## src/rtl/onehot_drain_encoder.sv

```systemverilog
// rtl/onehot_drain_encoder.sv - registered one-hot / multi-hot request encoder with SINGLE and DRAIN modes
module onehot_drain_encoder #(
  parameter int WIDTH = 8,
  localparam int IDXW = $clog2(WIDTH)
) (
  input  logic            clk,
  input  logic            rst_n,
  input  logic            mode,
  input  logic            in_valid,
  output logic            in_ready,
  input  logic [WIDTH-1:0] data_in,
  output logic            out_valid,
  input  logic            out_ready,
  output logic [IDXW-1:0] code_out,
  output logic            out_last,
  output logic            multi_err,
  output logic            zero_err
);

  typedef enum logic {IDLE, EMIT} state_t;

  localparam logic [WIDTH-1:0] ONE = WIDTH'(1);

  state_t           state;
  logic [WIDTH-1:0] pend;
  logic             mode_q;
  logic [WIDTH-1:0] pend_next;

  function automatic logic [IDXW-1:0] lowest_idx(input logic [WIDTH-1:0] v);
    logic [IDXW-1:0] idx;
    idx = '0;
    for (int i = WIDTH - 1; i >= 0; i--) begin
      if (v[i]) idx = IDXW'(i);
    end
    return idx;
  endfunction

  // True for zero or exactly one bit set.
  function automatic logic at_most_one(input logic [WIDTH-1:0] v);
    return (v & (v - ONE)) == '0;
  endfunction

  assign pend_next = pend & (pend - ONE);
  assign in_ready  = (state == IDLE);

  // Outputs for the next beat are computed one edge ahead so every output is a flop.
  always_ff @(posedge clk or negedge rst_n) begin
    if (!rst_n) begin
      state     <= IDLE;
      pend      <= '0;
      mode_q    <= 1'b0;
      out_valid <= 1'b0;
      code_out  <= '0;
      out_last  <= 1'b0;
      multi_err <= 1'b0;
      zero_err  <= 1'b0;
    end else begin
      case (state)
        IDLE: begin
          if (in_valid) begin
            pend      <= data_in;
            mode_q    <= mode;
            multi_err <= !at_most_one(data_in);
            zero_err  <= (data_in == '0);
            code_out  <= lowest_idx(data_in);
            out_last  <= !mode || at_most_one(data_in);
            out_valid <= 1'b1;
            state     <= EMIT;
          end
        end
        EMIT: begin
          if (out_ready) begin
            if (out_last) begin
              pend      <= '0;
              out_valid <= 1'b0;
              code_out  <= '0;
              out_last  <= 1'b0;
              multi_err <= 1'b0;
              zero_err  <= 1'b0;
              state     <= IDLE;
            end else begin
              pend     <= pend_next;
              code_out <= lowest_idx(pend_next);
              out_last <= !mode_q || at_most_one(pend_next);
            end
          end
        end
        default: state <= IDLE;
      endcase
    end
  end

endmodule

```

## config.mk

```make
export PLATFORM = sky130hd
export DESIGN_NAME = onehot_drain_encoder
export DESIGN_NICKNAME = d
export VERILOG_FILES = /design/src/rtl/onehot_drain_encoder.sv
export SDC_FILE = /design/constraint.sdc
export NUM_CORES = 1
export LEC_CHECK = 0
export ABC_AREA = 1
export BUFFER_PORTS_ARGS = -buffer_cell sky130_fd_sc_hd__buf_2
export CAP_MARGIN = 20
export CELL_PAD_IN_SITES_DETAIL_PLACEMENT = 2
export CELL_PAD_IN_SITES_GLOBAL_PLACEMENT = 2
export CORE_ASPECT_RATIO = 1.2
export CORE_MARGIN = 2
export CORE_UTILIZATION = 29
export DETAILED_ROUTE_END_ITERATION = 10
export GPL_TIMING_DRIVEN = 0
export PLACE_DENSITY_LB_ADDON = 0.1
export SLEW_MARGIN = 5
export SYNTH_ARGS = -nofsm -noshare
export SYNTH_HDL_FRONTEND = slang
export SYNTH_SLANG_ARGS = --single-unit
```

## constraint.sdc

```tcl
create_clock -name clk -period 1.6 [get_ports clk]
set_input_delay 0.24 -clock clk [delete_from_list [all_inputs] [get_ports clk]]
set_output_delay 0.24 -clock clk [all_outputs]
set_load 0.02 [all_outputs]
```

==> Word level (Yosys, flattened, before mapping) <==
Cells that the tools add are included.
{ "classes": {"bitwise": 4, "n_reduce_logical": 11, "n_eq_ne": 3, "n_mux": 40, "addsub": 3} }
{ "ops": {"columns": ["cell", "count"], "rows": [
  ["2-to-1 mux 3 bit", 19],
  ["bitwise AND 8 bit", 3],
  ["logical NOT 8 bit", 3],
  ["2-to-1 mux 8 bit", 3],
  ["subtractor 8 x 1 -> 8 bit, second input constant", 3],
  ["one-hot mux 8 bit (2 select lines)", 1],
  ["2-to-1 mux 1 bit", 11],
  ["one-hot mux 1 bit (2 select lines)", 5],
  ["!= test 2 bit, second input constant", 3],
  ["one-hot mux 3 bit (2 select lines)", 1],
  ["AND reduction 2 bit", 2],
  ["logical NOT 1 bit", 3],
  ["AND reduction 3 bit", 1],
  ["logical OR 1 bit", 2],
  ["NOT 1 bit", 1]
]} }
{ "word_totals": {"regBits": 17, "output_inout_bits": 8, "word_cells": 69, "input_bits": 13} }

==> Logic depth before layout (Yosys ltp) <==
{ "logic_depth": {"word_depth": 13, "ltp_mapped": 10, "ltp_nobuf": 10} }

==> Worst setup path before layout <==
OpenSTA, ideal clock, no wires.
{ "synth_path": {"kind": "register to register", "startpoint": "register state", "endpoint": "register code_out[0]", "path_stages_with_launch": 9, "arrival_ns": 1.243, "required_ns": 1.475, "n_path_buf": 0, "path_slack_ns": 0.232, "setup_time_ns": 0.125, "period_less_slack_ns": 1.368, "cell_sequence": "dfrtp_1 -> inv_2 -> nand2_1 -> nand2_4 -> inv_2 -> a21oi_1 -> inv_1 -> a31oi_1 -> a21oi_1"} }
{ "synth_via": {"elab_chain_cells": 3, "elab_cells_between_ends": 5, "cone_classes": "eq/ne: 2; mux: 1; bitwise: 1; reduce/logical: 1"} }
{ "synth_rtl": {"columns": ["item", "line_no", "rtl"], "rows": [
  ["start, declared", "24", "state_t state;"],
  ["start signal, assigned", "49", "state <= IDLE;"],
  ["start signal, assigned", "68", "state <= EMIT;"],
  ["start signal, assigned", "80", "state <= IDLE;"],
  ["NOT 1 bit (no line) *", null, null],
  ["named net in_ready", "10", "output logic in_ready,"],
  ["!= test 2 bit (no line)", null, null],
  ["AND reduction 2 bit (no line)", null, null],
  ["end signal, assigned", "65", "code_out <= lowest_idx(data_in);"],
  ["end signal, assigned", "83", "code_out <= lowest_idx(pend_next);"],
  ["end, declared", "14", "output logic [IDXW-1:0] code_out,"]
]} }
The timed path passes the listed nets; every way through them passes the cells marked *.
A chain may end at the register's enable or synchronous reset.

==> Final worst setup path <==
{ "layout_path": {"startpoint": "register pend[0]", "endpoint": "register code_out[2]"} }
{ "layout_via": {"elab_chain_cells": 13} }
{ "layout_rtl": {"columns": ["item", "line_no", "rtl"], "rows": [
  ["start, declared", "25", "logic [WIDTH-1:0] pend;"],
  ["start signal, assigned", "61", "pend <= data_in;"],
  ["start signal, assigned", "82", "pend <= pend_next;"],
  ["subtractor 8 x 1 -> 8 bit", "43", "assign pend_next = pend & (pend - ONE);"],
  ["bitwise AND 8 bit *", "43", null],
  ["2-to-1 mux 3 bit (7 in a row)", "33", "if (v[i]) idx = IDXW'(i);"],
  ["2-to-1 mux 3 bit *", "33", null],
  ["2-to-1 mux 3 bit *", "73", "if (out_last) begin"],
  ["2-to-1 mux 3 bit *", "72", "if (out_ready) begin"],
  ["one-hot mux 3 bit (2 select lines) *", "58", "case (state)"]
]} }
Every way passes the cells marked *; elsewhere a longest branch is shown, timed or not. The select of a mux whose other input is x is not followed.

==> run_results.csv <==
group,metric,value,unit
status,status,"complete, no violations",
timing,fmax,647,MHz
timing,skew,0.000484,ns
final_layout,drive_above_1_share,26.5,%
die,initial_utilization,30.1,%
clock_network,clk_pin_slew,0.07,ns
timing,period_needed,1.55,ns
hold_path,worstHoldStart,"out_ready",
global_route,track_usage,20.6,%
final_layout,mostFrequentLayoutCells,"nand2_1, nor2_1, buf_2",
final_layout,n_antenna_cell,0,
power,peakVddDrop,580,µV
timing,rsz0062_at_grt,"true",
global_route,grt_pass1_wl,6690,µm
synthesis,synth.top_cell.area_share,39.2,%
routing,drt_iter0_drc,14,
synthesis,synth_nets,170,
timing,report.final.slew_viol_count,0,
synthesis,yosys.cell_types.count,24,
critical_path,critPathLaunchType,"register",
critical_path,worstSetupPathType,"reg2reg",
final_layout,syn2layout_area_growth,25.5,%
synthesis,synthCells,157,
place,portBuffers,20,
routing,dr.pass1.iters,4,
final_layout,final_common_cell,"nand2_1",
timing,setup_violations,0,
die,die_height,71.0,µm
synthesis,netlist_area,1090,µm²
synthesis,ys_seq_elements,17,
routing,postRouteAntennaNets,0,
die,pin_count,21,
timing,setup_ws,0.0544,ns
routing,drc_errors,0,
clock_network,cts_max_level,1,
die,die_area,4250,µm²
synthesis,synth_area_leaders,"dfrtp_1, nand2_1, nor2_1, o21ai_0, inv_1",
critical_path,startpoint,"pend[0]$_DFFE_PN0P_",
critical_path,reg2reg_setup_slack,0.05,ns
routing,route.vias.total,1190,
clock_network,cts_buffers,3,
routing,wl_per_cell,16.9,µm
global_route,grt_max_degree,18,
place,gp_congestion,0.784,
critical_path,r2r-start,"pend[0]$_DFFE_PN0P_",
place,dpl.hpwl,3130,µm
critical_path,crit_required,1.73,ns
hold_path,hold_class,"in2reg",
global_route,first_global_vias,1365,
routing,via_per_inst,5.31,
synthesis,avgSynthCellArea,6.92,µm²
critical_path,crit_path_end_kind,"register",
power,p_leak,0.000679,µW
clock_network,clock_latency,0.26,ns
final_layout,finish.net_count,199,
clock_network,cts_tree,"built",
die,die_x,59.9,µm
die,coreArea,3600,µm²
timing,fin_crit_sh,96.6,%
synthesis,yosysTopAreaCell,"dfrtp_1",
synthesis,ys_seq_area_share,39.2,%
clock_network,clk_path_buf_depth,2,
critical_path,arrival,1.67,ns
routing,wirelength,3780,µm
flow_run,drv_cap,0,
timing,hold_viol,0,
timing,worst_slew_pin_slew,0.408,ns
die,std_cell_rows,24,
power,power_density,2090,nW/µm²
clock_network,cts.sinks,17,
final_layout,fin_util,37.8,%
place,place_ws,-0.0296,ns
global_route,antenna_found_initial,0,
timing,slew_headroom,72.8,%
synthesis,synth-warning-count,0,
global_route,grt_overflow,0,
clock_network,clockRootBuffer,"clkbuf_8",
critical_path,cp_max_fo,5,
[through the flow]
| stage | area, µm² | setup TNS, ns | cells | total power (µW) | hold slack (ns) |
|---|---|---|---|---|---|
| floorplan | 1090 | 0 | 157 | 1860 | -0.0556 |
| global placement | 1230 | 0 | 216 | 2290 | 0.189 |
| detailed placement | 1230 | -0.0296 | 216 | 2370 | 0.192 |
| CTS | 1290 | 0 | 221 | 2720 | 0.201 |
| global route | 1360 | -0.231 | 224 | 3140 | 0.230 |
| finish | 1360 | 0 | 224 | 2840 | 0.204 |
[layout make-up]
type	instances	area (µm²)
well taps	39	48.8
flip-flops and latches	17	428
fillers	449	2240
multi-input cells	121	629
plain buffers	2	11.3
clock inverters	1	5.00
inverters	17	66.3
clock buffers	3	41.3
repair buffers	24	133
[timing repair]
action	4_1_cts	5_1_grt
setup endpoints to repair	1	6
pin swaps	1	4
hold buffers	1	0
hold endpoints to repair	17	0
setup buffers	0	3
gates cloned	0	0
resized for setup	1	16
[critical path, stage by stage, from the launching register on]
cell and delay [ns]:
dfrtp_2 0.44, nor2_4 0.19, nand2_2 0.11, nor2_4 0.15
nor2_4 0.05, o31ai_1 0.34, a31oi_1 0.13
[state kept, by name, summed over array words and instances (netlist names)]
signal	flops
state	1
pend	8
out_valid	1
code_out	3
out_last	1
multi_err	1
zero_err	1
mode_q	1
[report_power, final]
part	internal [µW]	switching (µW)
registers	642	191
logic	567	1110
clock network	173	163
total	1380	1460
[final timing paths]
kind	end	cells after the start
max	code_out[2]$_DFFE_PN0P_	6
min	state$_DFF_PN0_	2
max reg2reg	code_out[2]$_DFFE_PN0P_	6
min reg2reg	out_valid$_DFFE_PN0P_	2
max in group asynchronous	pend[0]$_DFFE_PN0P_	2
min in group asynchronous	code_out[0]$_DFFE_PN0P_	2
[metal layers]
metal,GRT usage [%],part of all wire (%),up-vias
li1,-,-,579
met1,25.7,43,591
met2,36.0,53,15
met3,2.19,2.2,5
met4,6.91,1.3,0
met5,0,0,-
[synth_stat cells]
master and count:
o21ai_0 17, inv_2 2, buf_2 1, clkbuf_1 1, dfrtp_1 17, nand2_2 2
a22o_1 1, nand4_1 1, a22oi_1 3, o211ai_1 1, o31ai_1 2, nor2_2 3
o41ai_1 1, nand2_4 1, nand3_2 1, a21oi_1 8, nor2_1 25, nor2_4 1
a21oi_2 1, o21bai_1 3, a31oi_1 3, inv_1 15, nand2_1 39, nand3_1 8
[logic make-up after synthesis]
group,after synthesis,synth area share [%]
AO/OA/AOI/OAI,40,21.9
flip-flops,17,39.2
AND/OR/NAND/NOR,81,32.3
buffers and inverters,19,6.68
Power figures use the tool's default switching activity.
